==> src/rtl/data_mem_ctrl.sv <==
`default_nettype none
// ============================================================================
// Module   : data_mem_ctrl
// Brief    : Load/store unit between execute and a word-wide req/ack data
//            memory port. Handles byte lanes, load extension, a per-beat
//            ack watchdog and, with MISALIGN_SPLIT_EN defined, splitting of
//            misaligned accesses into two word beats.
// Revision : 1.0  initial release
// ============================================================================
module data_mem_ctrl #(
    parameter int unsigned TIMEOUT_CYC = 255,
    parameter int unsigned MEM_AW      = 30
) (
    input  logic              clk,
    input  logic              rst,
    input  logic              req,
    input  logic              we,
    input  logic [1:0]        size,
    input  logic              uns,
    input  logic [31:0]       addr,
    input  logic [31:0]       wdata,
    output logic              busy,
    output logic              done,
    output logic              err,
    output logic [31:0]       rdata,
    output logic              mem_req,
    output logic              mem_we,
    output logic [MEM_AW-1:0] mem_addr,
    output logic [3:0]        mem_be,
    output logic [31:0]       mem_wdata,
    input  logic              mem_ack,
    input  logic [31:0]       mem_rdata
);

    localparam logic [1:0] c_IDLE  = 2'd0;
    localparam logic [1:0] c_BEAT1 = 2'd1;
    localparam logic [1:0] c_BEAT2 = 2'd2;
    localparam logic [1:0] c_DONE  = 2'd3;

    localparam int unsigned      c_CW       = (TIMEOUT_CYC > 1) ? $clog2(TIMEOUT_CYC + 1) : 1;
    localparam logic [c_CW-1:0]  c_TMO_LAST = c_CW'(TIMEOUT_CYC - 1);

    logic [1:0]        r_state;
    logic [1:0]        w_next;
    logic              w_set_err;
    logic              r_err;
    logic              r_we;
    logic [1:0]        r_size;
    logic              r_uns;
    logic [1:0]        r_off;
    logic [MEM_AW-1:0] r_waddr;
    logic [3:0]        r_be1;
    logic [31:0]       r_wdata_rot;
    logic [c_CW-1:0]   r_cnt;
    logic              w_tmo;
`ifdef MISALIGN_SPLIT_EN
    logic              r_split;
    logic [3:0]        r_be2;
    logic [31:0]       r_stage;
`endif

    logic [3:0]  w_nmask;
    logic [7:0]  w_lane8;
    logic        w_in_split;
    logic        w_in_illegal;
    logic [31:0] w_wrot;

    // Lane mask spans two words; the upper nibble is the second beat.
    always_comb begin
        w_nmask = 4'b0000;
        case (size)
            2'b00:   w_nmask = 4'b0001;
            2'b01:   w_nmask = 4'b0011;
            2'b10:   w_nmask = 4'b1111;
            default: w_nmask = 4'b0000;
        endcase
    end

    assign w_lane8      = {4'b0000, w_nmask} << addr[1:0];
    assign w_in_split   = |w_lane8[7:4];
    assign w_in_illegal = (size == 2'b11);

    always_comb begin
        w_wrot = wdata;
        case (addr[1:0])
            2'd1:    w_wrot = {wdata[23:0], wdata[31:24]};
            2'd2:    w_wrot = {wdata[15:0], wdata[31:16]};
            2'd3:    w_wrot = {wdata[7:0],  wdata[31:8]};
            default: w_wrot = wdata;
        endcase
    end

    // dw holds {beat2 word, beat1 word}; shifting by the offset aligns byte 0.
    function automatic logic [31:0] f_extend(input logic [63:0] dw, input logic [1:0] off,
                                             input logic [1:0] sz, input logic u);
        logic [31:0] v;
        v = 32'(dw >> {off, 3'b000});
        case (sz)
            2'b00:   f_extend = {{24{~u & v[7]}}, v[7:0]};
            2'b01:   f_extend = {{16{~u & v[15]}}, v[15:0]};
            default: f_extend = v;
        endcase
    endfunction

    assign w_tmo = (TIMEOUT_CYC != 0) && (r_cnt == c_TMO_LAST);

    always_comb begin
        w_next    = r_state;
        w_set_err = 1'b0;
        case (r_state)
            c_IDLE: begin
                if (req) begin
                    if (w_in_illegal) begin
                        w_next    = c_DONE;
                        w_set_err = 1'b1;
                    end
`ifndef MISALIGN_SPLIT_EN
                    else if (w_in_split) begin
                        w_next    = c_DONE;
                        w_set_err = 1'b1;
                    end
`endif
                    else begin
                        w_next = c_BEAT1;
                    end
                end
            end
            c_BEAT1: begin
                if (mem_ack) begin
`ifdef MISALIGN_SPLIT_EN
                    w_next = r_split ? c_BEAT2 : c_DONE;
`else
                    w_next = c_DONE;
`endif
                end else if (w_tmo) begin
                    w_next    = c_DONE;
                    w_set_err = 1'b1;
                end
            end
`ifdef MISALIGN_SPLIT_EN
            c_BEAT2: begin
                if (mem_ack) begin
                    w_next = c_DONE;
                end else if (w_tmo) begin
                    w_next    = c_DONE;
                    w_set_err = 1'b1;
                end
            end
`endif
            c_DONE:  w_next = c_IDLE;
            default: w_next = c_IDLE;
        endcase
    end

    assign busy      = (r_state != c_IDLE);
    assign done      = (r_state == c_DONE);
    assign err       = done & r_err;
    assign mem_req   = (r_state == c_BEAT1) || (r_state == c_BEAT2);
    assign mem_we    = mem_req & r_we;
    assign mem_wdata = mem_req ? r_wdata_rot : 32'd0;

    always_comb begin
        mem_addr = '0;
        mem_be   = 4'b0000;
        if (r_state == c_BEAT1) begin
            mem_addr = r_waddr;
            mem_be   = r_be1;
        end
`ifdef MISALIGN_SPLIT_EN
        else if (r_state == c_BEAT2) begin
            mem_addr = r_waddr + MEM_AW'(1);
            mem_be   = r_be2;
        end
`endif
    end

    always_ff @(posedge clk or posedge rst) begin
        if (rst) begin
            r_state     <= c_IDLE;
            r_err       <= 1'b0;
            r_we        <= 1'b0;
            r_size      <= 2'b00;
            r_uns       <= 1'b0;
            r_off       <= 2'b00;
            r_waddr     <= '0;
            r_be1       <= 4'b0000;
            r_wdata_rot <= 32'd0;
            r_cnt       <= '0;
            rdata       <= 32'd0;
`ifdef MISALIGN_SPLIT_EN
            r_split     <= 1'b0;
            r_be2       <= 4'b0000;
            r_stage     <= 32'd0;
`endif
        end else begin
            r_state <= w_next;
            r_err   <= w_set_err;
            if (r_state == c_IDLE && req) begin
                r_we        <= we;
                r_size      <= size;
                r_uns       <= uns;
                r_off       <= addr[1:0];
                r_waddr     <= addr[MEM_AW+1:2];
                r_be1       <= w_lane8[3:0];
                r_wdata_rot <= w_wrot;
`ifdef MISALIGN_SPLIT_EN
                r_split     <= w_in_split;
                r_be2       <= w_lane8[7:4];
`endif
            end
            // Watchdog restarts on every ack so each beat gets a full budget.
            if (mem_req && !mem_ack) begin
                r_cnt <= r_cnt + c_CW'(1);
            end else begin
                r_cnt <= '0;
            end
`ifdef MISALIGN_SPLIT_EN
            if (r_state == c_BEAT1 && mem_ack && !r_we) begin
                if (r_split) begin
                    r_stage <= mem_rdata;
                end else begin
                    rdata <= f_extend({32'd0, mem_rdata}, r_off, r_size, r_uns);
                end
            end
            if (r_state == c_BEAT2 && mem_ack && !r_we) begin
                rdata <= f_extend({mem_rdata, r_stage}, r_off, r_size, r_uns);
            end
`else
            if (r_state == c_BEAT1 && mem_ack && !r_we) begin
                rdata <= f_extend({32'd0, mem_rdata}, r_off, r_size, r_uns);
            end
`endif
        end
    end

endmodule
`default_nettype wire
==> config.mk <==
export PLATFORM = sky130hd
export DESIGN_NAME = data_mem_ctrl
export DESIGN_NICKNAME = d
export VERILOG_FILES = /design/src/rtl/data_mem_ctrl.sv
export SDC_FILE = /design/constraint.sdc
export NUM_CORES = 1
export LEC_CHECK = 0
export CORE_UTILIZATION = 40
export CTS_CLUSTER_SIZE = 10
export DETAILED_ROUTE_END_ITERATION = 8
export PLACE_DENSITY_LB_ADDON = 0.2
export SLEW_MARGIN = 20
export SYNTH_ARGS = -nofsm -noshare
export SYNTH_HDL_FRONTEND = slang
export SYNTH_SLANG_ARGS = --single-unit
==> constraint.sdc <==
create_clock -name clk -period 6.5 [get_ports clk]
set_clock_uncertainty 0.05 [all_clocks]
set_input_delay 1.95 -clock clk [delete_from_list [all_inputs] [get_ports clk]]
set_output_delay 1.95 -clock clk [all_outputs]
set_load 0.02 [all_outputs]
Yosys cells after proc, flatten, opt, wreduce, memory -nomap -nowiden. Index checks and enable logic that the tools add are counted. Widths: inputs -> output; s select.

Output and inout port bits: 103. Register bits: 115. Bits of input ports: 104.

Shift operators: 2. Reduce and logical (&&, ||, !) cells: 13. Add/sub/neg operators: 1. Bitwise operators: 5. Equal/unequal tests: 13. Muxes and demuxes: 19.

Operators with widths (count): $pmux 32 s3 (1); $pmux 32 s2 (1); $mux 32 (1); $shr 32x5->32 (1); $mux 30 (1); $eq 2x2->1 const B (6); $pmux 4 s3 (1); $mux 2 (5); $add 8x1->8 const B (1); $eq 2x1->1 const B (4); $eq 8x8->1 const B (1); $mux 8 (1); $shl 4x2->8 (1); $logic_not 2->1 (3); $mux 1 (5); $and 1x1->1 (4); $logic_and 1x1->1 (4); $mux 4 (1); $pmux 2 s2 (1); $reduce_or 4->1 (1); $ne 3x3->1 const B (1); $logic_not 1->1 (2); $ne 2x2->1 const B (1); $pmux 1 s2 (1); 4 further kinds (4).

Depth between registers and ports, before layout. Gate-level depths: netlist of run 1.

Depth after elaboration: 8. Gate-level depth with buffers: 9. Depth with buffers taken out: 6.

Least setup slack after synthesis of run 1. Ideal clock, no wire load.

Kind: reg2out. Start: reg r_state[0]. End: out mem_wdata[10]. Cell stages (with the launch flop): 5. Path buffers: 1. Arrival time: 1.354 ns. Path slack: 3.146 ns. Cells stage by stage: dfrtp_1 -> inv_1 -> ha_1 -> clkbuf_1 -> and2_1.

Cells in the longest elaborated chain, start to end: 3.

Ends and longest elaborated chain: start, declared (RTL line 43) `logic [1:0] r_state;`; start signal, assigned (RTL line 179) `r_state <= c_IDLE;`; start signal, assigned (RTL line 196) `r_state <= w_next;`; $eq 2x1->1 or $eq 2x2->1 (tied branches) (RTL line 158) `assign mem_req = (r_state == c_BEAT1) || (r_state == c_BEAT2);`; $logic_or 1x1->1 * (RTL line 158); via mem_req (RTL line 26) `output logic mem_req,`; $mux 32 * (RTL line 160) `assign mem_wdata = mem_req ? r_wdata_rot : 32'd0;`; end, declared (RTL line 30) `output logic [31:0] mem_wdata,`.

Mark *: on every way through the listed nets, which the timed path passes. The rest lies on a longest branch.

Worst setup path after layout of run 1.
Start: reg r_state[0]. End: out mem_wdata[2].

Cells in the longest elaborated chain, start to end: 3.

Ends and longest elaborated chain (RTL line): $eq 2x1->1 or $eq 2x2->1 (tied branches) (158); $logic_or 1x1->1 * (158); $mux 32 * (160).

Every way passes the cells marked *; elsewhere a longest branch is shown, timed or not.

==> impl_metrics.csv, run 1 <==
group,metric,value,unit
global_route,grtUsageTotal,0.221,
logic_synthesis,syn-cell-area,6080,µm²
logic_synthesis,yosys_warnings,0,
route,drt-initial-drc-count,314,
outcome,violations,"design-rule violations",
route,route.met3.wl,1360,µm
route,drc,13,
finish,drive_above_1_share,0.136,
route,wl_met2,8060,µm
clock_network,htreeDepth,4,
sta,worst_pin_slew,1080,ps
global_route,grt_pass1_wl,27100,µm
finish,layout.cells.non_filler,999,
clock_network,cts_tree,"built",
placement,placed_cells,967,
floorplanning,start_util,0.414,
clock_network,clockRootBuffer,"clkbuf_16",
logic_synthesis,synth_area_leaders,"dfrtp_1 (47%), mux2_2 (12%), and2_1 (7.7%), mux2i_1 (5.4%), o21ai_0 (4.4%)",
logic_synthesis,synth-compound-area-share,0.108,
power,p_leak,3.84,nW
logic_synthesis,yosys.area.top_type,"dfrtp_1",
clock_network,path_clk_slew,50,ps
worst_setup_path,critPathCaptureType,"primary output",
finish,nets,913,
floorplanning,core_area,14700,µm²
sta,period_share,0.732,
floorplanning,die_x,125,µm
worst_setup_path,worst_setup_path_start_kind,"register",
worst_setup_path,path_cells,"inv_1, ha_1, and2_1, clkdlybuf4s50_1",
floorplanning,chipHeight,125,µm
clock_network,clk_path_buf_depth,2,
global_route,grt-ovfl-total,0,
clock_network,numCtsBuffers,17,
placement,place_hpwl,11800,µm
sta,report.final.slew_viol_count,0,
outcome,status,"complete, but fails checks",
floorplanning,ios,207,
logic_synthesis,synth_common_cells,"dfrtp_1 (115), and2_1 (75), mux2_2 (67)",
logic_synthesis,synthAdderAreaFrac,0.0144,
logic_synthesis,async_reset_ff_frac,1.00,
route,firstDrtPassIters,8,
route,top_layer,"met4",
floorplanning,die-area,15700,µm²
route,route.detailed.vias_per_inst,5.25,
route,ant_nets,0,
logic_synthesis,ys.flop_type,"dfrtp_1",
power,ir_drop,0.000252,V
logic_synthesis,synth_top_family_by_area,"multiplexers",
worst_setup_path,worstSetupPathType,"reg -> out",
placement,dpl_worst_slack,2160,ps
route,wl_per_cell,16.8,µm
sta,finalCriticalPeriod,4760,ps
finish,area_growth_syn_to_layout,46.5,%
global_route,grt_pass1_vias,5285,
global_route,antenna_found_initial,1,
worst_setup_path,cp_data_arrival_time,2760,ps
worst_setup_path,cp_max_fo,35,
sta,setup_viol,0,
placement,port_buffers,206,
global_route,grt_max_degree,86,
worst_setup_path,cp_slowest_cell,"ha_1",
logic_synthesis,synth-simple-area-share,0.180,
sta,whs,422,ps
clock_network,post-cts-setup-buffers,0,
sta,rsz0062_at_grt,"no",
sta,setup_ws,1740,ps
placement,gp_congestion,0.851,
sta,timing.fmax,210,MHz
logic_synthesis,syn_inst,619,
sta,hold_violations,0,
route,wl,16800,µm
finish,antenna-diode-count,0,
logic_synthesis,synth_fp_nets,730,
clock_network,cts_sinks,115,
clock_network,cts_hold_buf,0,
clock_network,clk_latency,420,ps
logic_synthesis,synth_seq_cells,115,
sta,relSlewSlack,0.279,
logic_synthesis,synth_xor_area_frac,0.00720,
route,num_vias,5243,
run,cap_violations,0,
logic_synthesis,synth_edf_count,0,
clock_network,cts_resized,0,
logic_synthesis,synth-seq-area-share,0.473,
logic_synthesis,synth_top_cell_area_share,0.473,
logic_synthesis,yosysMostFrequentCell,"dfrtp_1",
worst_hold_path,hold_path_class,"reg -> reg",
sta,tns,0,ps
logic_synthesis,muxShareOfSynthArea,0.182,
power,cellPowerDensity,505,nW/µm²
floorplanning,rows,44,
logic_synthesis,avgSynthCellArea,9.82,µm²
route,met1Wirelength,7100,µm
worst_setup_path,critPathMaxStageDelay,930,ps
finish,nFillCells,1198,
logic_synthesis,ys_types,41,
worst_setup_path,cp.required,4500,ps
routing by layer:
layer	vias up	GRT usage
met5	-	0
met4	0	0.0717
met3	20	0.0804
met2	174	0.357
met1	2553	0.274
li1	2496	-
through the flow:
step	total power, mW	cell area [µm²]	utilization
2_1_floorplan	2.49	6080	-
3_3_place_gp	3.37	8220	0.559
3_5_place_dp	3.42	8220	0.559
4_1_cts	4.53	8900	0.606
5_1_grt	4.75	8910	0.606
6_report	4.50	8910	0.606
layout by cell type, fill, tap and decap left out, drive strengths merged, types with 8 or more instances in the layout:
cell,instances
inv,9
and2,75
a21oi,41
o21ai,53
clkdlybuf4s50,204
mux2,67
nor2,55
nand2,58
a221o,8
nand3,17
mux2i,33
dfrtp,115
clkbuf,22
flip-flops by register name, summed over array words and instances, names as in the netlist:
register     count
r_off            2
r_cnt            8
r_uns            1
r_be1            4
r_size           2
r_err            1
r_we             1
r_wdata_rot     32
r_waddr         30
r_state          2
rdata           32
cell families (layout without fill, tap and decap cells):
| logic type | count (synthesis) | count (layout) |
|---|---|---|
| adder cells (fa/ha/maj) | 7 | 7 |
| buffers and inverters | 54 | 250 |
| XOR/XNOR | 5 | 5 |
| multiplexers | 101 | 101 |
| AO/OA/AOI/OAI | 115 | 115 |
| flip-flops | 115 | 115 |
| AND/OR/NAND/NOR | 222 | 222 |
worst max-delay path, delay by kind of cell (launching register included):
| family | cells | cell delay (ps) |
|---|---|---|
| AND/OR/NAND/NOR | 1 | 280 |
| adder cells (fa/ha/maj) | 1 | 930 |
| flip-flops | 1 | 410 |
| buffers and inverters | 2 | 700 |
path summary, 6_finish.rpt:
check | from | end | slack (ps) | cells past startpoint
max | r_state[0]$_DFFE_PP0P_ | mem_wdata[2] | 1740 | 4
min | r_wdata_rot[24]$_DFFE_PP0P_ | r_wdata_rot[24]$_DFFE_PP0P_ | 420 | 2
max reg2reg | r_state[1]$_DFFE_PP0P_ | rdata[26]$_DFFE_PP0P_ | 3520 | 6
min reg2reg | r_wdata_rot[24]$_DFFE_PP0P_ | r_wdata_rot[24]$_DFFE_PP0P_ | 420 | 2
max in group asynchronous | rst | rdata[30]$_DFFE_PP0P_ | 3470 | 3
min in group asynchronous | rst | r_wdata_rot[1]$_DFFE_PP0P_ | 2020 | 2
report_power, final:
group	internal, mW	leakage, nW	switching [mW]
combinational	1.05	2.08	1.10
sequential	1.05	1.42	0.216
clock	0.757	0.340	0.323
total	2.86	3.84	1.64
final cells by class:
class / count / area (µm²) / share of cell area
clock buffers: 22 / 484 / 0.0543
clock inverters: 10 / 200 / 0.0225
inverters: 9 / 38.8 / 0.00435
multi-input cells: 450 / 3010 / 0.337
flip-flops and latches: 115 / 2880 / 0.323
well taps: 184 / 230 / 0.0258
repair buffers: 209 / 2070 / 0.233
(Power assumes the default switching activity.)
==> run 2: changes to the inputs <==
==> constraint.sdc (replaced) <==
create_clock -name clk -period 3.9 [get_ports clk]
set_clock_uncertainty 0.05 [all_clocks]
set_input_delay 1.17 -clock clk [delete_from_list [all_inputs] [get_ports clk]]
set_output_delay 1.17 -clock clk [all_outputs]
set_load 0.02 [all_outputs]
==> run 2 against run 1 <==
The flow still finishes with violations (design-rule violations); combinational power up 69%; non-clock buffer count up 11; flip-flop and latch count unchanged; clock-buffer cell count unchanged; register-to-register slack worse by 2000 ps; utilization up 0.52 points; sequential power up 63%; die area unchanged; cell count up 1.0%; sequential share of layout area down 0.27 points; first-iteration DRC count down 0.32%; largest cell class unchanged; highest routed layer is now met5.
==> impl_metrics.csv, run 2 (same netlist as run 1, synthesis figures left out) <==
group,metric,value,unit
outcome,status,"complete, but fails checks",
outcome,violations,"design-rule violations",
global_route,grt_max_degree,66,
route,drt-initial-drc-count,313,
floorplanning,die-area,15700,µm²
global_route,grt-busiest-layer,"met2",
worst_setup_path,cp_data_arrival_time,2310,ps
worst_setup_path,cp.required,2680,ps
worst_hold_path,hold_path_class,"reg -> reg",
finish,final_common_cell,"clkdlybuf4s50_1",
finish,fin_area,8990,µm²
power,combPwrFrac,0.490,
global_route,met3_usage,0.0804,
sta,report.final.slew_viol_count,0,
worst_setup_path,cp_slowest_cell,"clkdlybuf4s50_1",
clock_network,clockRootBuffer,"clkbuf_16",
clock_network,cts_tree,"built",
clock_network,numCtsBuffers,17,
sta,setup_viol,0,
power,p_sw,2.70,mW
floorplanning,core_area,14700,µm²
finish,register_area,2880,µm²
placement,place_hpwl,12000,µm
run,cap_violations,0,
route,route.detailed.vias_per_inst,5.18,
sta,setup_ws,368,ps
route,drc,14,
clock_network,path_clk_slew,50,ps
floorplanning,ios,207,
power,p_int,4.73,mW
clock_network,clk_latency,410,ps
sta,worst_pin_slew,916,ps
clock_network,clk_path_buf_depth,2,
power,switching_share,0.364,
floorplanning,chipHeight,125,µm
global_route,grtUsageMet1,0.267,
finish,area_growth_syn_to_layout,47.8,%
clock_network,cts_resized,0,
finish,nFillCells,1206,
worst_setup_path,worstSetupPathType,"reg -> out",
sta,tns,0,ps
clock_network,cts_sinks,115,
clock_network,post-cts-setup-buffers,0,
finish,multiInputGateArea,3000,µm²
worst_setup_path,cp_max_fo,33,
finish,nets,924,
sta,whs,418,ps
placement,dpl_worst_slack,624,ps
route,firstDrtPassIters,7,
finish,final_cell_mix,"clkdlybuf4s50_1 (204), dfrtp_1 (115), and2_1 (75), mux2_2 (67), nand2_1 (57)",
route,ant_nets,0,
clock_network,htreeDepth,4,
finish,layout.cells.non_filler,1009,
worst_setup_path,path_cells,"inv_1, ha_1, buf_4, and2_1, clkdlybuf4s50_1",
worst_setup_path,critPathCaptureType,"primary output",
sta,hold_violations,0,
global_route,grt_pass1_vias,5231,
sta,relSlewSlack,0.389,
floorplanning,rows,44,
placement,gp_congestion,0.824,
global_route,grt-ovfl-total,0,
global_route,grt_use_met2,0.336,
sta,rsz0062_at_grt,"no",
placement,placed_cells,978,
clock_network,cts_hold_buf,0,
worst_setup_path,critPathMaxStageDelay,620,ps
sta,period_share,0.906,
power,p_leak,3.88,nW
finish,antenna-diode-count,0,
finish,drive_above_1_share,0.144,
power,clkPwrFrac,0.232,
global_route,antenna_found_initial,2,
route,num_vias,5222,
floorplanning,start_util,0.414,
worst_setup_path,worst_setup_path_start_kind,"register",
power,p_seq_frac,0.278,
floorplanning,die_x,125,µm
route,wl,16300,µm
power,ir_drop,0.000443,V
route,wl_per_cell,16.1,µm
placement,placed_area,8330,µm²
placement,port_buffers,206,
sta,finalCriticalPeriod,3530,ps
finish,largestRegisters,"r_wdata_rot x32, rdata x32, r_waddr x30",
global_route,grtUsageTotal,0.214,
power,cellPowerDensity,828,nW/µm²
global_route,grt_pass1_wl,26300,µm
sta,timing.fmax,283,MHz
[run 2: changes by cell type in the layout (fill, tap and decap cells not counted), sizes merged]
cell	before	now
clkinvlp	0	3
bufinv	6	5
inv	9	8
clkinv	4	2
buf	5	16
[run 2: per-stage QoR]
stage,util,total power [mW]
3_5_place_dp,0.567,5.74
2_1_floorplan,-,4.14
4_1_cts,0.611,7.51
6_report,0.611,7.44
5_1_grt,0.611,7.87
3_3_place_gp,0.567,5.66
[run 2: area by class of cell]
type | count | share of cell area
sequential | 115 | 0.320
inverter | 9 | 0.00418
multi-input combinational | 450 | 0.334
clock buffer | 22 | 0.0539
tap | 184 | 0.0256
clock inverter | 9 | 0.0195
timing repair buffer | 220 | 0.243
[run 2: critical path: cells and delay by family (launching register included)]
family | cells | cell delay (ps)
simple gates | 1 | 220
fa+ha+maj | 1 | 320
flops | 1 | 370
buf+inv | 3 | 980
[run 2: power groups by stage]
stage / Combinational, mW / Clock [mW] / Sequential (mW)
after CTS: 3.69 / 1.76 / 2.07
after floorplan: 1.98 / 0 / 2.16
after global routing: 3.93 / 1.80 / 2.14
final: 3.64 / 1.73 / 2.06
after global placement: 3.60 / 0 / 2.06
after detailed placement: 3.66 / 0 / 2.08
[run 2: path summary, 6_finish.rpt]
check	slack [ps]	end	cells after the start	start
max	370	mem_wdata[8]	5	r_state[1]$_DFFE_PP0P_
min	420	r_wdata_rot[27]$_DFFE_PP0P_	2	r_wdata_rot[27]$_DFFE_PP0P_
max reg2reg	1560	rdata[31]$_DFFE_PP0P_	7	r_state[1]$_DFFE_PP0P_
min reg2reg	420	r_wdata_rot[27]$_DFFE_PP0P_	2	r_wdata_rot[27]$_DFFE_PP0P_
max in group asynchronous	1830	rdata[5]$_DFFE_PP0P_	3	rst
min in group asynchronous	1170	r_cnt[7]$_DFF_PP0_	2	rst
[run 2: metal layers]
metal | up-vias | routed length, µm
li1 | 2518 | -
met1 | 2493 | 6860
met3 | 22 | 1460
met2 | 187 | 7670
met4 | 2 | 257
met5 | - | 13
==> run 3: changes to the inputs <==
--- a/config.mk
+++ b/config.mk
@@ -5,7 +5,9 @@
 export SDC_FILE = /design/constraint.sdc
 export NUM_CORES = 1
 export LEC_CHECK = 0
-export CORE_UTILIZATION = 40
+export CELL_PAD_IN_SITES_DETAIL_PLACEMENT = 1
+export CELL_PAD_IN_SITES_GLOBAL_PLACEMENT = 1
+export CORE_UTILIZATION = 31
 export CTS_CLUSTER_SIZE = 10
 export DETAILED_ROUTE_END_ITERATION = 8
 export PLACE_DENSITY_LB_ADDON = 0.2
==> run 3 against run 2 <==
Wire length grew 17%; worst setup slack lost 37 ps; largest cell class unchanged; the flow now finishes without violations; global-route usage decreased by 1.9 points; clock power fell by 13%; die area rose by 29%; first-iteration DRC count is 53% lower.
==> impl_metrics.csv, run 3 (same netlist as run 1, synthesis figures left out) <==
group,metric,value,unit
route,wl,19000,µm
global_route,grt_pass1_wl,30400,µm
floorplanning,rows,50,
clock_network,clockRootBuffer,"clkbuf_16",
clock_network,cts_tree,"built",
placement,placed_area,8390,µm²
power,clkPwrFrac,0.206,
global_route,grt_max_degree,116,
global_route,grt_pass1_vias,5825,
clock_network,clk_latency,400,ps
worst_setup_path,reg2reg_depth,5,
finish,final_cell_mix,"clkdlybuf4s50_1 (204), dfrtp_1 (115), and2_1 (75), mux2_2 (67), nand2_1 (57)",
floorplanning,start_util,0.321,
run,cap_violations,0,
worst_setup_path,cp_data_arrival_time,2350,ps
sta,setup_viol,0,
power,ir_drop,0.000335,V
worst_setup_path,r2r-start,"r_off[0]$_DFFE_PP0P_",
worst_setup_path,critPathCapture,"mem_wdata[1]",
route,route.detailed.vias_per_inst,4.83,
sta,finalCriticalPeriod,3570,ps
worst_setup_path,rr_endpoint,"rdata[23]$_DFFE_PP0P_",
power,switching_share,0.384,
sta,setup_ws,331,ps
route,num_vias,5221,
floorplanning,ios,207,
worst_hold_path,hold_path_class,"reg -> reg",
global_route,grtUsageTotal,0.195,
placement,gp_congestion,0.810,
placement,dpl_worst_slack,466,ps
finish,area_growth_syn_to_layout,47.2,%
sta,whs,420,ps
worst_setup_path,worstSetupPathType,"reg -> out",
global_route,antenna_found_initial,2,
route,drc,0,
clock_network,path_clk_slew,50,ps
power,p_int,4.48,mW
floorplanning,chipHeight,142,µm
power,p_seq_frac,0.283,
route,drt-initial-drc-count,147,
power,combPwrFrac,0.511,
clock_network,cts_hold_buf,0,
power,cellPowerDensity,813,nW/µm²
finish,nets,919,
sta,timing.fmax,280,MHz
placement,placed_cells,1049,
finish,largestRegisters,"r_wdata_rot x32, rdata x32, r_waddr x30",
worst_setup_path,crit_start,"r_state[0]$_DFFE_PP0P_",
worst_setup_path,critPathCaptureType,"primary output",
power,p_sw,2.79,mW
finish,final_common_cell,"clkdlybuf4s50_1",
sta,tns,0,ps
floorplanning,die_x,142,µm
floorplanning,core_area,19000,µm²
sta,report.final.slew_viol_count,0,
placement,port_buffers,206,
sta,relSlewSlack,0.362,
global_route,grt-ovfl-total,0,
worst_setup_path,r2r_slack,1510,ps
route,wl_per_cell,17.6,µm
worst_setup_path,cp_max_fo,33,
clock_network,clk_path_buf_depth,2,
clock_network,cts_sinks,115,
route,ant_nets,0,
floorplanning,die-area,20200,µm²
clock_network,numCtsBuffers,17,
worst_setup_path,worst_setup_path_start_kind,"register",
clock_network,post-cts-setup-buffers,0,
sta,hold_violations,0,
finish,drive_above_1_share,0.136,
clock_network,htreeDepth,4,
placement,place_hpwl,14000,µm
power,p_leak,3.81,nW
worst_setup_path,cp.required,2680,ps
clock_network,cts_resized,0,
route,firstDrtPassIters,4,
outcome,status,"finished, final reports clean",
finish,layout.cells.non_filler,1082,
finish,fin_area,8950,µm²
sta,rsz0062_at_grt,"no",
sta,worst_pin_slew,956,ps
sta,period_share,0.915,
[run 3: cell types whose count changed in the layout (fill, tap and decap cells not counted)]
cell and delta:
diode_2 +1, bufinv_16 -3, clkbuf_8 -3, clkinv_2 +3, clkbuf_1 +3, buf_4 -5, clkinv_4 +1
[run 3: layer usage]
metal,vias up,wire [µm],GRT usage
met1,2549,8000,0.232
met4,0,220,0.0521
met3,20,1380,0.0626
li1,2503,-,-
met2,149,9420,0.337
met5,-,0,0
[run 3: final cells by class]
type	count	area (µm²)
Antenna cell	1	2.50
Clock buffer	22	454
Clock inverter	10	109
Fill cell	2126	10000
Inverter	9	37.5
Multi-Input combinational cell	450	3000
Sequential cell	115	2880
Tap cell	260	325
Timing Repair Buffer	215	2140
[run 3: how the worst min path moves through the flow]
stage / from / end / cells past startpoint
2_1_floorplan: r_be1[0]$_DFFE_PP0P_ / r_be1[0]$_DFFE_PP0P_ / 2
3_3_place_gp: r_be1[2]$_DFFE_PP0P_ / r_be1[2]$_DFFE_PP0P_ / 2
3_5_place_dp: r_be1[1]$_DFFE_PP0P_ / r_be1[1]$_DFFE_PP0P_ / 2
4_1_cts: r_be1[1]$_DFFE_PP0P_ / r_be1[1]$_DFFE_PP0P_ / 2
5_1_grt: r_wdata_rot[23]$_DFFE_PP0P_ / r_wdata_rot[23]$_DFFE_PP0P_ / 2
6_report: r_be1[2]$_DFFE_PP0P_ / r_be1[2]$_DFFE_PP0P_ / 2
[run 3: power groups by stage]
stage	logic, mW	clock network [mW]	registers [mW]
floorplan	1.98	0	2.16
global placement	3.65	0	2.06
global route	4.02	1.59	2.14
finish	3.72	1.50	2.06
detailed placement	3.75	0	2.09
CTS	3.78	1.53	2.07
[run 3: worst max-delay path, stage by stage, from the launching register on]
cell	delay (ps)
dfrtp_1	400
inv_1	60
ha_1	310
buf_4	310
and2_1	230
clkdlybuf4s50_1	620
[run 3: through the flow]
step	total power, mW	utilization
finish	7.27	0.472
global route	7.75	0.472
CTS	7.38	0.472
detailed placement	5.84	0.442
global placement	5.71	0.442
floorplan	4.14	-
